### config.mk
export PLATFORM = sky130hd
export DESIGN_NAME = inv_mixcolumns_iter
export DESIGN_NICKNAME = d
export VERILOG_FILES = /design/src/rtl/aes_pkg.sv /design/src/rtl/inv_mixcolumn_col.sv /design/src/rtl/inv_mixcolumns_iter.sv
export SDC_FILE = /design/constraint.sdc
export NUM_CORES = 1
export LEC_CHECK = 0
export BUFFER_PORTS_ARGS = -buffer_cell sky130_fd_sc_hd__buf_2
export CAP_MARGIN = 0
export CORE_MARGIN = 3
export CORE_UTILIZATION = 29
export DETAILED_ROUTE_END_ITERATION = 7
export GPL_TIMING_DRIVEN = 0
export PLACE_DENSITY = 0.62
export REMOVE_ABC_BUFFERS = 1
export SLEW_MARGIN = 20
export SYNTH_ARGS = -nofsm -noshare
export SYNTH_HDL_FRONTEND = slang
export SYNTH_SLANG_ARGS = --single-unit
### constraint.sdc
create_clock -name clk -period 4.95 [get_ports clk]
set_input_delay 0.2475 -clock clk [delete_from_list [all_inputs] [get_ports clk]]
set_output_delay 0.2475 -clock clk [all_outputs]
set_load 0.005 [all_outputs]
### src/rtl/aes_pkg.sv
`default_nettype none
// ============================================================================
// Module      : aes_pkg
// Description : Shared AES constants, types and GF(2^8) helpers used by the
//               InvMixColumns stage, the forward MixColumns and the key
//               schedule.
//               c_nb / c_word   : state dimension and byte width
//               state_t / col_t : 128-bit state, 32-bit column
//               fsm_t           : iterative-stage controller states
//               xtime, gf_mul9/b/d/e : constant multipliers in GF(2^8)
// Revision    : 1.0 - initial release
// ============================================================================
package aes_pkg;

    localparam int c_nb   = 4;
    localparam int c_word = 8;

    typedef logic [c_nb*c_nb*c_word-1:0] state_t;
    typedef logic [c_nb*c_word-1:0]      col_t;

    typedef enum logic [1:0] {
        ST_IDLE = 2'd0,
        ST_BUSY = 2'd1,
        ST_DONE = 2'd2
    } fsm_t;

    // Multiply by x modulo the AES polynomial x^8+x^4+x^3+x+1.
    function automatic logic [7:0] xtime(input logic [7:0] b);
        return {b[6:0], 1'b0} ^ (b[7] ? 8'h1b : 8'h00);
    endfunction

    function automatic logic [7:0] gf_mul9(input logic [7:0] a);
        logic [7:0] x8;
        x8 = xtime(xtime(xtime(a)));
        return x8 ^ a;
    endfunction

    function automatic logic [7:0] gf_mulb(input logic [7:0] a);
        logic [7:0] x2;
        logic [7:0] x8;
        x2 = xtime(a);
        x8 = xtime(xtime(x2));
        return x8 ^ x2 ^ a;
    endfunction

    function automatic logic [7:0] gf_muld(input logic [7:0] a);
        logic [7:0] x4;
        logic [7:0] x8;
        x4 = xtime(xtime(a));
        x8 = xtime(x4);
        return x8 ^ x4 ^ a;
    endfunction

    function automatic logic [7:0] gf_mule(input logic [7:0] a);
        logic [7:0] x2;
        logic [7:0] x4;
        logic [7:0] x8;
        x2 = xtime(a);
        x4 = xtime(x2);
        x8 = xtime(x4);
        return x8 ^ x4 ^ x2;
    endfunction

endpackage
`default_nettype wire

### src/rtl/inv_mixcolumn_col.sv
`default_nettype none
// ============================================================================
// Module      : inv_mixcolumn_col
// Description : Combinational InvMixColumns of a single 32-bit column.
//               i_col : input column, row 0 in bits [31:24]
//               o_col : transformed column, same byte ordering
// Revision    : 1.0 - initial release
// ============================================================================
module inv_mixcolumn_col
    import aes_pkg::*;
(
    input  col_t i_col,
    output col_t o_col
);

    logic [7:0] w_a0;
    logic [7:0] w_a1;
    logic [7:0] w_a2;
    logic [7:0] w_a3;

    assign w_a0 = i_col[31:24];
    assign w_a1 = i_col[23:16];
    assign w_a2 = i_col[15:8];
    assign w_a3 = i_col[7:0];

    // Circulant matrix rows [0e 0b 0d 09] rotated right by the row index.
    assign o_col[31:24] = gf_mule(w_a0) ^ gf_mulb(w_a1) ^ gf_muld(w_a2) ^ gf_mul9(w_a3);
    assign o_col[23:16] = gf_mul9(w_a0) ^ gf_mule(w_a1) ^ gf_mulb(w_a2) ^ gf_muld(w_a3);
    assign o_col[15:8]  = gf_muld(w_a0) ^ gf_mul9(w_a1) ^ gf_mule(w_a2) ^ gf_mulb(w_a3);
    assign o_col[7:0]   = gf_mulb(w_a0) ^ gf_muld(w_a1) ^ gf_mul9(w_a2) ^ gf_mule(w_a3);

endmodule
`default_nettype wire

### src/rtl/inv_mixcolumns_iter.sv
`default_nettype none
// ============================================================================
// Module      : inv_mixcolumns_iter
// Description : Iterative AES InvMixColumns stage, COLS_PER_CYCLE columns per
//               clock, valid/ready on both sides, result held until consumed.
//               clk, rst          : clock (rising), async active-high reset
//               i_valid/i_ready   : input handshake, i_block 128-bit state
//               o_valid/o_ready   : output handshake, o_block 128-bit state
//               Column c occupies bits [127-32c -: 32], row 0 in the MSB byte.
// Revision    : 1.0 - initial release
// ============================================================================
module inv_mixcolumns_iter
    import aes_pkg::*;
#(
    parameter int NB             = 4,
    parameter int WORD           = 8,
    parameter int COLS_PER_CYCLE = 1
)
(
    input  logic                     clk,
    input  logic                     rst,
    input  logic                     i_valid,
    output logic                     i_ready,
    input  logic [NB*NB*WORD-1:0]    i_block,
    output logic                     o_valid,
    input  logic                     o_ready,
    output logic [NB*NB*WORD-1:0]    o_block
);

    localparam int c_col_w    = NB * WORD;
    localparam int c_blk_w    = NB * c_col_w;
    localparam int c_col_bits = $clog2(NB);

    // Column increment; for COLS_PER_CYCLE == NB this truncates to zero,
    // which is harmless because every step is then the last one.
    localparam logic [c_col_bits-1:0] c_col_inc = c_col_bits'(COLS_PER_CYCLE);

    fsm_t                  r_fsm;
    logic [c_col_bits-1:0] r_col;
    logic [c_blk_w-1:0]    r_state;

    fsm_t                  w_fsm_nxt;
    logic [c_col_bits-1:0] w_col_nxt;
    logic [c_blk_w-1:0]    w_state_nxt;
    logic [c_blk_w-1:0]    w_state_proc;
    logic                  w_accept;
    logic                  w_last;

    logic [c_col_w-1:0]    w_col_in  [COLS_PER_CYCLE];
    logic [c_col_w-1:0]    w_col_out [COLS_PER_CYCLE];

    // ------------------------------------------------------------------
    // Column select: lane k works on column r_col + k. r_col is always a
    // multiple of COLS_PER_CYCLE, so lanes never run past the last column.
    // ------------------------------------------------------------------
    always_comb begin
        for (int k = 0; k < COLS_PER_CYCLE; k++) begin
            w_col_in[k] = '0;
            for (int c = 0; c < NB; c++) begin
                if (int'(r_col) + k == c) begin
                    w_col_in[k] = r_state[(NB-1-c)*c_col_w +: c_col_w];
                end
            end
        end
    end

    for (genvar g = 0; g < COLS_PER_CYCLE; g++) begin : g_cols
        inv_mixcolumn_col u_col (
            .i_col (w_col_in[g]),
            .o_col (w_col_out[g])
        );
    end

    // Merge transformed lanes back into the working state.
    always_comb begin
        w_state_proc = r_state;
        for (int k = 0; k < COLS_PER_CYCLE; k++) begin
            for (int c = 0; c < NB; c++) begin
                if (int'(r_col) + k == c) begin
                    w_state_proc[(NB-1-c)*c_col_w +: c_col_w] = w_col_out[k];
                end
            end
        end
    end

    assign w_last   = (int'(r_col) + COLS_PER_CYCLE == NB);

    // ------------------------------------------------------------------
    // Handshake: i_ready looks through o_ready in DONE so a consume and the
    // next accept can share one edge.
    // ------------------------------------------------------------------
    assign i_ready  = (r_fsm == ST_IDLE) || ((r_fsm == ST_DONE) && o_ready);
    assign w_accept = i_valid && i_ready;
    assign o_valid  = (r_fsm == ST_DONE);
    assign o_block  = r_state;

    // ------------------------------------------------------------------
    // Controller: next-state / datapath selection
    // ------------------------------------------------------------------
    always_comb begin
        w_fsm_nxt   = r_fsm;
        w_col_nxt   = r_col;
        w_state_nxt = r_state;
        case (r_fsm)
            ST_IDLE: begin
                if (w_accept) begin
                    w_state_nxt = i_block;
                    w_col_nxt   = '0;
                    w_fsm_nxt   = ST_BUSY;
                end
            end
            ST_BUSY: begin
                w_state_nxt = w_state_proc;
                if (w_last) begin
                    w_col_nxt = '0;
                    w_fsm_nxt = ST_DONE;
                end else begin
                    w_col_nxt = r_col + c_col_inc;
                end
            end
            ST_DONE: begin
                if (w_accept) begin
                    w_state_nxt = i_block;
                    w_col_nxt   = '0;
                    w_fsm_nxt   = ST_BUSY;
                end else if (o_ready) begin
                    w_fsm_nxt   = ST_IDLE;
                end
            end
            default: begin
                w_fsm_nxt = ST_IDLE;
                w_col_nxt = '0;
            end
        endcase
    end

    // ------------------------------------------------------------------
    // State registers
    // ------------------------------------------------------------------
    always_ff @(posedge clk or posedge rst) begin
        if (rst) begin
            r_fsm   <= ST_IDLE;
            r_col   <= '0;
            r_state <= '0;
        end else begin
            r_fsm   <= w_fsm_nxt;
            r_col   <= w_col_nxt;
            r_state <= w_state_nxt;
        end
    end

endmodule
`default_nettype wire
==> flow_summary.ini <==
[status]
status = complete, no violations

[logic_synthesis]
synth_top_family_by_area = compound AO/OA/AOI/OAI gates
synthFlopType = dfrtp_1
synthSimpleGateAreaFrac_pct = 13.1
synth_cells = 986
synth_top_area_share_pct = 36.2
yosys.area_share.adder_pct = 0.548
avgSynthCellArea_sq_um = 9.26
synth-xor-area-share_pct = 22.9
synth_commonest_cells = nor2_1, dfrtp_1, a21oi_1
ys_ff_latch = 132
syn_area_sq_um = 9130
async_reset_ff_share_pct = 100
synthMuxAreaShare_pct = 0.219
synthTopCellsByArea = dfrtp_1, xnor2_1, a21oi_1, nor2_1, a22o_1
synth_most_common_cell = nor2_1
yosysTopAreaCell = dfrtp_1
synth_edf_count = 0
synth_compound_area_share_pct = 23.0
synth_cell_types = 63
yosysSeqAreaShare_pct = 36.2
yosysWarnings = 0

[global_routing]
grt_start_max_net_pins = 68
track_usage_pct = 20.3
grt-ovfl-total = 0
grt_pass1_wl_microns = 51400
grt_pass1_vias = 8312
antenna_found_initial = 1

[timing]
finClkSkew_ns = 0.0161
report.final.hold_viol_count = 0
rsz0062_at_grt = no
slew_headroom_pct = 24.3
finalSetupViolations = 0
tightest_slew_ns = 1.13
period_needed_ns = 4.51
finalMaxSlewViolations = 0
max_freq_mhz = 222
fin_setup_tns_ns = 0
min_period_over_period_pct = 91.1
finalWorstSetupSlack_ns = 0.440

[min_path]
hold_path.class = in2reg

[final_layout]
drive_gt1_share_pct = 30.6
nets = 1349
fin_area_sq_um = 11600
area_growth_pct = 27.2

[critical_path]
worstPathArrival_ns = 4.84
crit_chain = inv_1, ha_2, nor2b_4, a221oi_2, nor2_2, xnor2_4, xnor2_4, xnor3_1, xnor2_1, nand2_1, a22o_1
required_ns = 5.28
crit_type = reg2reg
crit_slowest_cell = nor2b_4
path_max_fanout = 23
crit_buf_inv = 1
cpMostUsedCell = xnor2_4
startpoint_type = register
worstSetupEndpointType = register
cpPeakStageDelay_ns = 0.72
crit_family = XOR/XNOR gates

[placed_design]
port_buffers = 261
place_ws_ns = 0.0804
placed_area_sq_um = 11000
gp_congestion = 0.926
dp_hpwl_microns = 25100

[clock_network]
clock_path_buffers = 2
cts_root_buf = clkbuf_16
cts_tree = done
post_cts.repair.setup_buffers = 0
clock_latency_ns = 0.43
clkTransAtPathRegs_ns = 0.07
clock_sinks = 132
htree_levels = 4
cts_resized = 0
cts_inserted_buffers = 17

[detailed_routing]
detail_route.wl_per_cell_microns = 21.4
vias_per_cell = 5.14
ant_nets = 0
wl_microns = 34800
drtIter0Drc = 569
first_pass_iters = 5
drc = 0
vias = 8332

[floorplanning]
dieArea_sq_um = 33600
coreArea_sq_um = 30800
die_height_microns = 183
rows = 64
ios = 262
initial_core_util_pct = 29.6
die_width_microns = 183

[run]
drv_cap = 0
-- layout make-up --
type,instances,area [sq um]
Antenna cell,1,2.50
Clock buffer,19,433
Clock inverter,12,183
Fill cell,3137,19200
Inverter,15,66.3
Multi-Input combinational cell,775,5530
Sequential cell,132,3310
Tap cell,396,495
Timing Repair Buffer,272,1590
-- worst paths after layout --
check	cells past startpoint	slack, ns	startpoint	to
setup reg to reg	11	0.44	r_col[0]$_DFFE_PP0P_	o_block[43]$_DFFE_PP0P_
min in group asynchronous	3	0.38	rst	o_block[122]$_DFFE_PP0P_
max in group asynchronous	4	3.83	rst	o_block[103]$_DFFE_PP0P_
hold reg to reg	2	0.52	o_block[115]$_DFFE_PP0P_	o_block[115]$_DFFE_PP0P_
hold / removal	3	0.08	i_block[74]	o_block[74]$_DFFE_PP0P_
setup / recovery	11	0.44	r_col[0]$_DFFE_PP0P_	o_block[43]$_DFFE_PP0P_
-- kinds of logic after synthesis --
logic type               count (synthesis)
XOR/XNOR                               188
adder cells (fa/ha/maj)                  4
AO/OA/AOI/OAI                          308
AND/OR/NAND/NOR                        273
buffers and inverters                   79
flip-flops                             132
multiplexers                             2
-- layer usage --
metal | vias to the layer above | wire, microns | track usage [%] | share of wire [%]
li1 | 3881 | - | - | -
met1 | 4056 | 15600 | 28.1 | 45
met2 | 360 | 16200 | 32.7 | 47
met3 | 33 | 2520 | 4.20 | 7.2
met4 | 2 | 454 | 4.54 | 1.3
met5 | - | 7 | 0 | 0.020
-- cells in the final DEF, fill, tap and decap left out, types with 3 or more instances in the layout --
cell,count
a21oi_4,6
nor2_1,157
xor2_1,36
a221o_1,4
a22o_1,46
nand3b_1,9
inv_1,12
dfrtp_1,131
clkbuf_16,17
nor3b_1,4
xnor2_2,20
o21ai_0,33
a21o_1,3
a22oi_2,7
a31oi_1,13
ha_2,3
a221oi_1,6
a22oi_1,5
xnor3_1,16
xnor2_1,111
clkinvlp_4,3
a21oi_2,5
nor2b_1,7
bufinv_16,4
o21ai_1,14
nor2_2,4
clkinv_4,4
buf_16,10
nand2_1,59
a21oi_1,118
nand2_2,3
o22ai_1,28
nand2b_1,17
buf_2,261
-- worst register-to-register path, delay by kind of cell, from the launching register on --
| kind | cells | cell delay (ns) |
|---|---|---|
| xor+xnor | 4 | 1.48 |
| simple gates | 3 | 1.34 |
| fa+ha+maj | 1 | 0.65 |
| flops | 1 | 0.45 |
| compound gates | 2 | 0.37 |
| buf+inv | 1 | 0.13 |
-- sequential cells by signal, summed over array words and instances, names as in the netlist --
signal / cells
o_block: 128
r_fsm: 2
r_col: 2
-- per-stage QoR --
stage	hold WS [ns]	instances	utilization [%]
final	0.0847	1622	37.7
after detailed placement	0.310	1589	35.6
after CTS	0.0608	1621	37.6
after global placement	0.490	1579	34.4
after global routing	0.0771	1621	37.6
after floorplan	0.410	922	-
-- repair_timing --
item,4_1_cts,5_1_grt
hold buffers,1,0
endpoints found under the hold margin,65,0
setup endpoints to repair,0,0
Power is not shown: default switching activity piles up to over one toggle a cycle in this logic, so the estimate is an artifact.
